File: config.mk
export PLATFORM = sky130hd
export DESIGN_NAME = imem_loader
export DESIGN_NICKNAME = d
export VERILOG_FILES = /design/src/rtl/imem_pkg.sv /design/src/rtl/byte_pack16.sv /design/src/rtl/imem_loader.sv
export SDC_FILE = /design/constraint.sdc
export NUM_CORES = 1
export LEC_CHECK = 0
export CAP_MARGIN = 20
export CORE_MARGIN = 1
export CORE_UTILIZATION = 40
export CTS_CLUSTER_SIZE = 40
export DETAILED_ROUTE_END_ITERATION = 16
export PLACE_DENSITY = 0.73
export SYNTH_ARGS = -nofsm -noshare
export SYNTH_HDL_FRONTEND = slang
export SYNTH_SLANG_ARGS = --single-unit
File: constraint.sdc
create_clock -name clk -period 3.65 [get_ports clk]
set_clock_uncertainty 0.15 [all_clocks]
set_input_delay 1.095 -clock clk [delete_from_list [all_inputs] [get_ports clk]]
set_output_delay 1.095 -clock clk [all_outputs]
set_load 0.1 [all_outputs]
File: src/rtl/imem_pkg.sv
// Shared definitions for the instruction-memory loader: FSM encoding, word width, default sizing.
package imem_pkg;

    localparam int unsigned WORD_W     = 16;
    localparam int unsigned ADDR_W_DEF = 16;
    localparam int unsigned DEPTH_DEF  = 65536;

    typedef enum logic [3:0] {
        IDLE,
        CNT_HI,
        CNT_LO,
        DAT_HI,
        DAT_LO,
        WRITE,
        CHK,
        DONE,
        ERR
    } state_t;

endpackage

File: src/rtl/byte_pack16.sv
// Two-beat big-endian byte-to-word assembler; word_vld_c flags the beat that completes a word.
module byte_pack16
    import imem_pkg::*;
(
    input  logic              clk,
    input  logic              rst,
    input  logic              clr,
    input  logic              beat,
    input  logic [7:0]        byte_in,
    output logic [WORD_W-1:0] word_c,
    output logic              word_vld_c
);

    logic       phase;
    logic [7:0] hi_q;

    always_ff @(posedge clk or posedge rst) begin
        if (rst) begin
            phase <= 1'b0;
            hi_q  <= 8'd0;
        end else if (clr) begin
            phase <= 1'b0;
        end else if (beat) begin
            if (!phase) begin
                hi_q <= byte_in;
            end
            phase <= ~phase;
        end
    end

    // Low byte is taken straight from the bus so the word is usable on the completing edge.
    assign word_c     = {hi_q, byte_in};
    assign word_vld_c = beat & phase;

endmodule

File: src/rtl/imem_loader.sv
// Streams a length-prefixed big-endian word image into instruction memory and holds the CPU in reset until done.
// Optional trailing XOR checksum byte when LOADER_CKSUM_EN is defined.
module imem_loader
    import imem_pkg::*;
#(
    parameter int unsigned ADDR_W = ADDR_W_DEF,
    parameter int unsigned DEPTH  = DEPTH_DEF
)(
    input  logic              clk,
    input  logic              rst,
    input  logic              start,
    input  logic [7:0]        byte_in,
    input  logic              byte_vld,
    output logic              byte_rdy,
    output logic [ADDR_W-1:0] im_addr,
    output logic [WORD_W-1:0] im_wdata,
    output logic              im_we,
    output logic              busy,
    output logic              done,
    output logic              err,
    output logic              cpu_rst_n
);

    state_t            state;
    logic [WORD_W-1:0] cnt;
    logic              take;
    logic              beat;
    logic              restart;
    logic [WORD_W-1:0] word_c;
    logic              word_vld_c;

    assign take    = byte_vld & byte_rdy;
    assign beat    = take & (state != CHK);
    assign restart = start & (state inside {IDLE, DONE, ERR});

    byte_pack16 u_pack (
        .clk        (clk),
        .rst        (rst),
        .clr        (restart),
        .beat       (beat),
        .byte_in    (byte_in),
        .word_c     (word_c),
        .word_vld_c (word_vld_c)
    );

`ifdef LOADER_CKSUM_EN
    logic [7:0] cks;

    // Running XOR over every count and data byte of the current load.
    always_ff @(posedge clk or posedge rst) begin
        if (rst) begin
            cks <= 8'd0;
        end else if (restart) begin
            cks <= 8'd0;
        end else if (beat) begin
            cks <= cks ^ byte_in;
        end
    end
`endif

    always_ff @(posedge clk or posedge rst) begin
        if (rst) begin
            state     <= IDLE;
            cnt       <= '0;
            byte_rdy  <= 1'b0;
            im_addr   <= '0;
            im_wdata  <= '0;
            im_we     <= 1'b0;
            busy      <= 1'b0;
            done      <= 1'b0;
            err       <= 1'b0;
            cpu_rst_n <= 1'b0;
        end else begin
            im_we     <= 1'b0;
            cpu_rst_n <= done & ~err;
            case (state)
                IDLE, DONE, ERR: begin
                    if (start) begin
                        state     <= CNT_HI;
                        byte_rdy  <= 1'b1;
                        busy      <= 1'b1;
                        done      <= 1'b0;
                        err       <= 1'b0;
                        cpu_rst_n <= 1'b0;
                        im_addr   <= '0;
                    end
                end
                CNT_HI: begin
                    if (take) state <= CNT_LO;
                end
                CNT_LO: begin
                    if (word_vld_c) begin
                        cnt <= word_c;
                        if (word_c == '0) begin
                            state    <= DONE;
                            byte_rdy <= 1'b0;
                            busy     <= 1'b0;
                            done     <= 1'b1;
                        end else if (32'(word_c) > DEPTH) begin
                            state    <= ERR;
                            byte_rdy <= 1'b0;
                            busy     <= 1'b0;
                            err      <= 1'b1;
                        end else begin
                            state <= DAT_HI;
                        end
                    end
                end
                DAT_HI: begin
                    if (take) state <= DAT_LO;
                end
                DAT_LO: begin
                    if (word_vld_c) begin
                        state    <= WRITE;
                        byte_rdy <= 1'b0;
                        im_we    <= 1'b1;
                        im_wdata <= word_c;
                    end
                end
                WRITE: begin
                    im_addr <= im_addr + ADDR_W'(1);
                    cnt     <= cnt - WORD_W'(1);
                    if (cnt == WORD_W'(1)) begin
`ifdef LOADER_CKSUM_EN
                        state    <= CHK;
                        byte_rdy <= 1'b1;
`else
                        state    <= DONE;
                        busy     <= 1'b0;
                        done     <= 1'b1;
`endif
                    end else begin
                        state    <= DAT_HI;
                        byte_rdy <= 1'b1;
                    end
                end
                CHK: begin
`ifdef LOADER_CKSUM_EN
                    if (take) begin
                        byte_rdy <= 1'b0;
                        busy     <= 1'b0;
                        if (byte_in == cks) begin
                            state <= DONE;
                            done  <= 1'b1;
                        end else begin
                            state <= ERR;
                            err   <= 1'b1;
                        end
                    end
`else
                    state    <= IDLE;
                    byte_rdy <= 1'b0;
`endif
                end
                default: begin
                    state    <= IDLE;
                    byte_rdy <= 1'b0;
                end
            endcase
        end
    end

endmodule

## Word-level counts from Yosys, hierarchy flattened

Index checks and enable logic that the tools add are counted.

| word-level totals | value |
|---|---|
| flip-flop bits (word level) | 66 |
| bits of input ports | 12 |
| output and inout bits | 38 |
| logic and storage cells | 84 |

| cells by class | value |
|---|---|
| add/sub/neg operators | 2 |
| equal/unequal tests | 17 |
| mux-type cells | 31 |
| bitwise operators | 7 |
| reductions and logical operators | 16 |

Operator list:

| kind | count |
|---|---|
| one-hot mux 16 bit (2 select lines) | 2 |
| 2-to-1 mux 16 bit | 2 |
| one-hot mux 4 bit (6 select lines) | 1 |
| 2-to-1 mux 4 bit | 5 |
| adder 16 x 1 -> 16 bit, second input constant | 1 |
| equality test 16 x 1 -> 1 bit, second input constant | 1 |
| zero test 16 bit | 1 |
| 2-to-1 mux 1 bit | 16 |
| subtractor 16 x 1 -> 16 bit, second input constant | 1 |
| equality test 4 x 3 -> 1 bit, second input constant | 3 |
| != test 2 bit, second input constant | 6 |
| AND reduction 5 bit | 2 |
| equality test 4 x 2 -> 1 bit, second input constant | 2 |
| 2-to-1 mux 3 bit | 2 |
| one-hot mux 1 bit (3 select lines) | 2 |
| AND reduction 2 bit | 3 |
| AND reduction 6 bit | 1 |
| nonzero test 2 bit | 3 |
| nonzero test 3 bit | 2 |
| one-hot mux 1 bit (5 select lines) | 1 |
| bitwise AND 1 bit | 4 |
| equality test 4 x 1 -> 1 bit, second input constant | 1 |
| equality test 4 bit, second input constant | 1 |
| zero test 4 bit | 1 |
| 6 further kinds | 9 |

## Longest topological paths before layout

| depth | value |
|---|---|
| word-level depth | 5 |
| mapped depth | 7 |
| depth with buffers taken out | 7 |

## Modules after synthesis

A second synthesis with hierarchy kept.

| second synthesis, totals | value |
|---|---|
| cells, all modules | 332 |
| area total of the unflattened synthesis | 3,409.5 sq um |

Modules (own cells, without submodules):

| module | instances | cells an instance | area each (sq um) | seq. area each (sq um) |
|---|---|---|---|---|
| imem_loader | 1 | 302 | 2,991.6 | 1,401.3 |
| byte_pack16 | 1 | 30 | 417.9 | 225.2 |

## Worst setup path after synthesis

No wires, ideal clock.

| timing path | value |
|---|---|
| kind | reg2reg |
| from | reg im_addr[0] |
| to | reg im_addr[10] |
| library setup time | 0.159 ns |
| arrival time | 2.150 ns |
| required time | 3.341 ns |
| slack | 1.191 ns |
| stages on the path, launching flop included | 8 |
| cell sequence | dfrtp_1 > ha_1 > and4_1 > clkbuf_1 > and2_1 > a31oi_1 > o21ai_0 > o21ai_1 |

| on the way | value |
|---|---|
| longest elaborated chain between the ends | 2 |

Ends and longest elaborated chain:

| what | RTL line | source |
|---|---|---|
| start, declared | imem_loader.sv:15 | `output logic [ADDR_W-1:0] im_addr,` |
| start signal, assigned | imem_loader.sv:121 | `im_addr <= im_addr + ADDR_W'(1);` |
| adder 16 x 1 -> 16 bit | imem_loader.sv:121 |  |
| one-hot mux 16 bit (2 select lines) | imem_loader.sv:76 | `case (state)` |

No other way between the ends.
A chain may end at the register's enable or synchronous reset.

## Final worst setup path

| timing path | value |
|---|---|
| from | in start |
| to | reg u_pack.hi_q[0] |

| on the way | value |
|---|---|
| longest elaborated chain between the ends | 3 |

Ends and longest elaborated chain:

| what | RTL line | source |
|---|---|---|
| start, declared | imem_loader.sv:11 | `input logic start,` |
| bitwise AND 1 bit | imem_loader.sv:34 | `assign restart = start & (state inside {IDLE, DONE, ERR});` |
| NOT 1 bit (no source line) | -- |  |
| AND reduction 3 bit (no source line) | -- |  |
| end signal, assigned | byte_pack16.sv:25 | `hi_q <= byte_in;` |
| end, declared | byte_pack16.sv:15 | `logic [7:0] hi_q;` |

No other way between the ends.

==> results.md <==
- Gpl congestion: 0.868
- CP required: 3730 ps
- Num rows: 32
- Mean area per synthesized cell: 10.3 um2
- CP Launch Type: input pin
- Worst slew margin: 48.7%
- PortBufs: 48
- Initial Util: 41.8%
- Vias in the first global route: 2612
- First DRT Iteration DRCs: 185
- Die Area: 8520 um2
- Fraction of layout cells with a size suffix above 1: 24.3%
- Cts bufs inserted: 9
- Post-synth top area share: 49.8%
- Synth area leader: dfrtp_1
- Fin crit share: 75.9%
- Post-synth EDFFs: 0
- Die Ht: 92.3 um
- GRT Overall Usage: 18.5%
- Mapped Nets: 332
- Ys flop type: dfrtp_1
- Die Width: 92.3 um
- Leakage: 1.80 nW
- Worst-path clk slew: 80 ps
- Vias per inst: 5.70
- Root Driver: clkbuf_8
- Asr flop ratio synth: 100%
- Flop-to-flop setup slack: 1170 ps
- WL/cell: 15.7 um
- Status: complete, no violations
- Synth cell types: 59
- Most frequent cell after synthesis: dfrtp_1
- Cell area after synthesis: 3260 um2
- Most frequent cells after synthesis: 65 x dfrtp_1, 23 x nand2_1, 23 x o21ai_0
- RSZ-0062 raised after global routing: false
- Clock latency on the worst-skew pair: 340 ps
- Worst Path Arrival: 2850 ps
- Slowest-stage cell, CP: clkdlybuf4s50_1
- Antenna violations before repair: 0
- Final TNS setup: 0 ps
- Final hold violation count: 0
- Post-CTS setup buffer count: 0
- Area grow syn2layout: 21.4%
- Worst-margin pin slew: 764 ps
- Initial DRT Pass Iterations: 5
- HP Start: im_addr[15]
- CP max FO: 11
- Pre-CTS setup slack: 505 ps
- Hold Path End: im_addr[15]
- Critical Path Max Stage Delay: 540 ps
- Remaining DRCs: 0
- Achievable frequency: 361 MHz
- CTS tree: built
- Via Count: 2675
- First-pass GRT wire length: 12.4 mm
- Max Slew Vio Count: 0
- Ports: 50
- Max-cap violations: 0
- H-tree depth: 3
- Worst r2r src: state[0]
- Total grt overflow: 0
- R2r endpoint: u_pack.hi_q[0]
- Post-cts gate resize count: 0
- WHS Path Cells: 1
- Peak supply drop: 0.153 mV
- YS warnings: 0
- Core Box Area: 7810 um2
- CTS Buffer Depth: 2
- Crit-path cells: clkdlybuf4s50_1, o21ai_1, nand3b_2, mux2_2
- Pwr dens: 368 nW/um2
- CTS Sinks: 65
- Hold buffer count at cts: 0
- Post-DP HPWL: 5.12 mm
- Inserted Diodes: 0
- Finish-stage setup viols: 0
- Gate count after technology mapping: 317
- Post-layout net count: 377
- Most area-consuming cells after synthesis: dfrtp_1 50%, mux2_2 6.2%, o21ai_0 3.5%
- Synth Register Bits: 65
- Critical path type: input pin to flip-flop
- Worst Reg-to-Reg Cells: 4
- Pin count of the biggest net entering global routing: 44
- Crit. End Element: flip-flop
- Seq/Total Area, Yosys: 49.8%
- DRT Wirelength: 7.38 mm
- Post-layout worst setup margin: 879 ps
- Hold WC Path Type: flip-flop to flip-flop
- Crit path time final: 2770 ps
- Antenna-violating nets left: 0
stage by stage:
stage / hold slack, ps / total power [mW] / cells / util [%] / area [um2]
global placement: 324 / 0.782 / 453 / 47.9 / 3740
finish: 332 / 1.46 / 469 / 50.8 / 3960
floorplan: 338 / 0.758 / 317 / - / 3260
CTS: 338 / 1.48 / 469 / 50.8 / 3960
global route: 349 / 1.51 / 469 / 50.8 / 3960
detailed placement: 324 / 0.783 / 453 / 47.9 / 3740
where the power goes:
part           internal, mW  switching [mW]  leakage [nW]
clock                 0.391           0.301         0.110
combinational        0.0162          0.0288         0.922
sequential            0.720         0.00257         0.765
total                  1.13           0.333          1.80
placed cells by master, fill, tap and decap left out, drive strengths merged, types with 2 or more instances in the layout:
master	Yosys	layout
nand4	9	9
nor3	7	7
dfrtp	65	65
and2	5	5
a21bo	2	2
nor2b	2	2
o21ai	28	28
o31ai	4	4
nand3	20	20
o211ai	7	7
and4	2	2
a22oi	3	3
a21oi	5	5
clkdlybuf4s50	0	11
a211oi	3	3
or3	3	3
ha	3	3
o311ai	6	6
nor2	18	18
nor4	9	9
o21a	3	3
a221o	2	2
inv	12	14
bufinv	0	2
nand3b	2	2
a31oi	6	6
mux2i	2	2
nand2	24	24
nor3b	2	2
buf	13	41
clkbuf	5	9
and3	4	4
clkinv	0	2
mux2	25	25
a22o	2	2
area by class of cell:
class                      instances  area (um2)
clock inverter                     7         103
tap                              102         128
multi-input combinational        222        1510
sequential                        65        1630
fill                             736        3840
timing repair buffer              52         430
clock buffer                       9         124
inverter                          12        45.0
how the worst max path moves through the flow:
stage          startpoint        endpoint  slack [ps]  cells past startpoint
2_1_floorplan         rst            busy         780                      1
3_3_place_gp        start  u_pack.hi_q[0]         570                      4
3_5_place_dp        start  u_pack.hi_q[0]         510                      4
4_1_cts             start  u_pack.hi_q[1]         860                      4
5_1_grt             start  u_pack.hi_q[5]         710                      4
6_report            start  u_pack.hi_q[0]         880                      4
critical path: cells and delay by family:
kind / cells / cell delay [ps]
mux: 1 / 360
compound gates: 1 / 480
simple gates: 1 / 370
buf+inv: 1 / 540
kinds of logic after synthesis:
logic type | share of synthesized area (%)
mux | 9.24
fa+ha+maj | 1.15
xor+xnor | 0.537
compound gates | 16.5
buf+inv | 3.99
other cells | 0.115
simple gates | 18.6
flops | 49.8
layer usage:
| layer | global-route usage [%] | up-vias | wire [um] |
|---|---|---|---|
| met3 | 3.69 | 12 | 310 |
| met2 | 28.1 | 71 | 3470 |
| li1 | - | 1276 | - |
| met1 | 24.8 | 1316 | 3450 |
| met5 | 0 | - | 0 |
| met4 | 9.77 | 0 | 142 |
flip-flops by register name, indices dropped and copies added (netlist names):
| register | count |
|---|---|
| u_pack.phase | 1 |
| byte_rdy | 1 |
| busy | 1 |
| im_we | 1 |
| done | 1 |
| im_wdata | 16 |
| im_addr | 16 |
| u_pack.hi_q | 8 |
| cpu_rst_n | 1 |
| cnt | 16 |
| state | 3 |
(Power assumes the default switching activity.)
==> RTL change, RTL diff (same flow settings) <==
Add a define of `LOADER_CKSUM_EN`.
--- a/src/rtl/imem_loader.sv
+++ b/src/rtl/imem_loader.sv
@@ -1,5 +1,7 @@
 // Streams a length-prefixed big-endian word image into instruction memory and holds the CPU in reset until done.
 // Optional trailing XOR checksum byte when LOADER_CKSUM_EN is defined.
+`define LOADER_CKSUM_EN
+
 module imem_loader
     import imem_pkg::*;
 #(
Formal check against the unedited RTL: not equivalent (Yosys sat finds a counterexample within 10 cycles, from zero or initial values and one cycle with rst high).
==> RTL change against the original RTL <==
- global-route usage up 0.39 points
- largest cell class unchanged
- sequential cell count up 10
- area after synthesis is 18% higher
- wire length rose by 21%
- cell area up 16%
- sequential share of layout area shrank 0.087 points
- synthesized cell count is 15% higher
- worst setup slack improved by 0.013 ns
- via count is 14% higher
Power is not compared: it rests on default switching activity, and its combinational part moved more than twofold at a synthesized area within 25%.
==> RTL change: results (changes against the original RTL) <==
- Dpl ws: 0.516 ns (was 0.505 ns)
- Compound-cell area share of the yosys netlist: 12.6% (was 16.5%)
- Port buffer count: 49 (was 48)
- 1st-pass router iterations: 4 (was 5)
- Mux share of post-synthesis cell area: 8.82% (was 9.24%)
- Wire per inst: 16.2 um (was 15.7 um)
- DR WL met3: 400 um (was 310 um)
- Synthesis Warnings: 0 (unchanged)
- Syn Nets: 379 (was 332)
- Post-Synth XOR/XNOR Area: 4.54% (was 0.537%)
- Ys async rst share: 100% (unchanged)
- GRT Util Overall: 18.9% (was 18.5%)
- GP Congestion: 0.888 (was 0.868)
- Number of buffers created by CTS: 9 (unchanged)
- Sequential fraction of the synthesis area: 48.6% (was 49.8%)
- Status: finished clean (unchanged)
- Initial antenna violation count: 0 (unchanged)
- Worst Max-Slew Pin Slew: 0.579 ns (was 0.764 ns)
- Max_cap viols: 0 (unchanged)
- DP Cell Count: 534 (was 453)
- Min-Delay Path Class: reg -> reg (unchanged)
- Via count: 3052 (was 2675)
- Max VDD drop: 0.000954 V
- Leakage power: 2.11 nW
- Largest net degree at the start of global routing: 76 (was 44)
- Maximum clock insertion buffer count: 2 (unchanged)
- First-pass GRT wire length: 14.9 mm (was 12.4 mm)
- Vias in the first global route: 2956 (was 2612)
- Adder-cell area share of the yosys netlist: 0.973% (was 1.15%)
- Crit Path Max Fanout: 17 (was 11)
- WP data arrival: 2.83 ns (was 2.85 ns)
- Fin nets: 431 (was 377)
- Layout cells sized above 1: 20.9% (was 24.3%)
- Met1 Wirelength: 4.25 mm (was 3.45 mm)
- Synth top cells by count: dfrtp_1, nor2_1, nand2_1, nand3_1, mux2_1 (was dfrtp_1, nand2_1, o21ai_0, nand3_1)
- Synth cell types: 63 (was 59)
- Post_cts resized: 0 (unchanged)
- Largest cells by area after synthesis: dfrtp_1, mux2_1, nor2_1 (was dfrtp_1, mux2_2, o21ai_0)
- DP Area: 4370 um2 (was 3740 um2)
- Clk root buf: clkbuf_8 (unchanged)
- # Post-CTS Setup Buffers: 0 (unchanged)
- Post-DP HPWL: 6.10 mm (was 5.12 mm)
- Cells after Synth: 364 (was 317)
- DRT iter0 DRCs: 177 (was 185)
- Vias/cell: 5.55 (was 5.70)
- Wire length on met2: 4.19 mm (was 3.47 mm)
[RTL change: layout make-up]
| cell class | instances | area, um2 |
|---|---|---|
| Fill cell | 864 | 4700 |
| Sequential cell | 75 | 1880 |
| Multi-Input combinational cell | 269 | 1860 |
| Timing Repair Buffer | 55 | 453 |
| Tap cell | 129 | 161 |
| Clock buffer | 11 | 151 |
| Clock inverter | 5 | 60.1 |
| Inverter | 6 | 22.5 |
[RTL change: logic make-up after synthesis]
logic type               count (synthesis)
multiplexers                            31
AND/OR/NAND/NOR                        142
buffers and inverters                   20
AO/OA/AOI/OAI                           73
flip-flops                              75
XOR/XNOR                                20
adder cells (fa/ha/maj)                  3
[RTL change: layer usage]
metal	global-route usage (%)	up-vias
li1	-	1442
met1	27.1	1519
met2	28.9	83
met3	2.99	8
met4	6.80	0
met5	0	-
[RTL change: worst paths after layout]
path	start	to	slack [ns]	cells past startpoint
setup / recovery	byte_vld	im_wdata[4]	0.89	5
hold / removal	im_addr[15]	im_addr[15]	0.32	1
setup reg to reg	state[2]	cnt[7]	1.01	6
hold reg to reg	im_addr[15]	im_addr[15]	0.32	1
max in group asynchronous	rst	im_addr[15]	2.02	3
min in group asynchronous	rst	im_wdata[8]	1.01	3
[RTL change: worst max-delay path, cell delays in order]
cell and delay, ns:
clkdlybuf4s50_1 0.55, and3_1 0.27, nand2_4 0.10, nor2_4 0.43, mux2_1 0.38
[RTL change: per-stage QoR]
step / total power (W) / hold slack (ns) / utilization, %
2_1_floorplan: 0.00295 / 0.322 / -
3_3_place_gp: 0.00336 / 0.300 / 47.1
3_5_place_dp: 0.00340 / 0.321 / 47.1
4_1_cts: 0.00409 / 0.331 / 49.4
5_1_grt: 0.00430 / 0.343 / 49.4
6_report: 0.00407 / 0.322 / 49.4
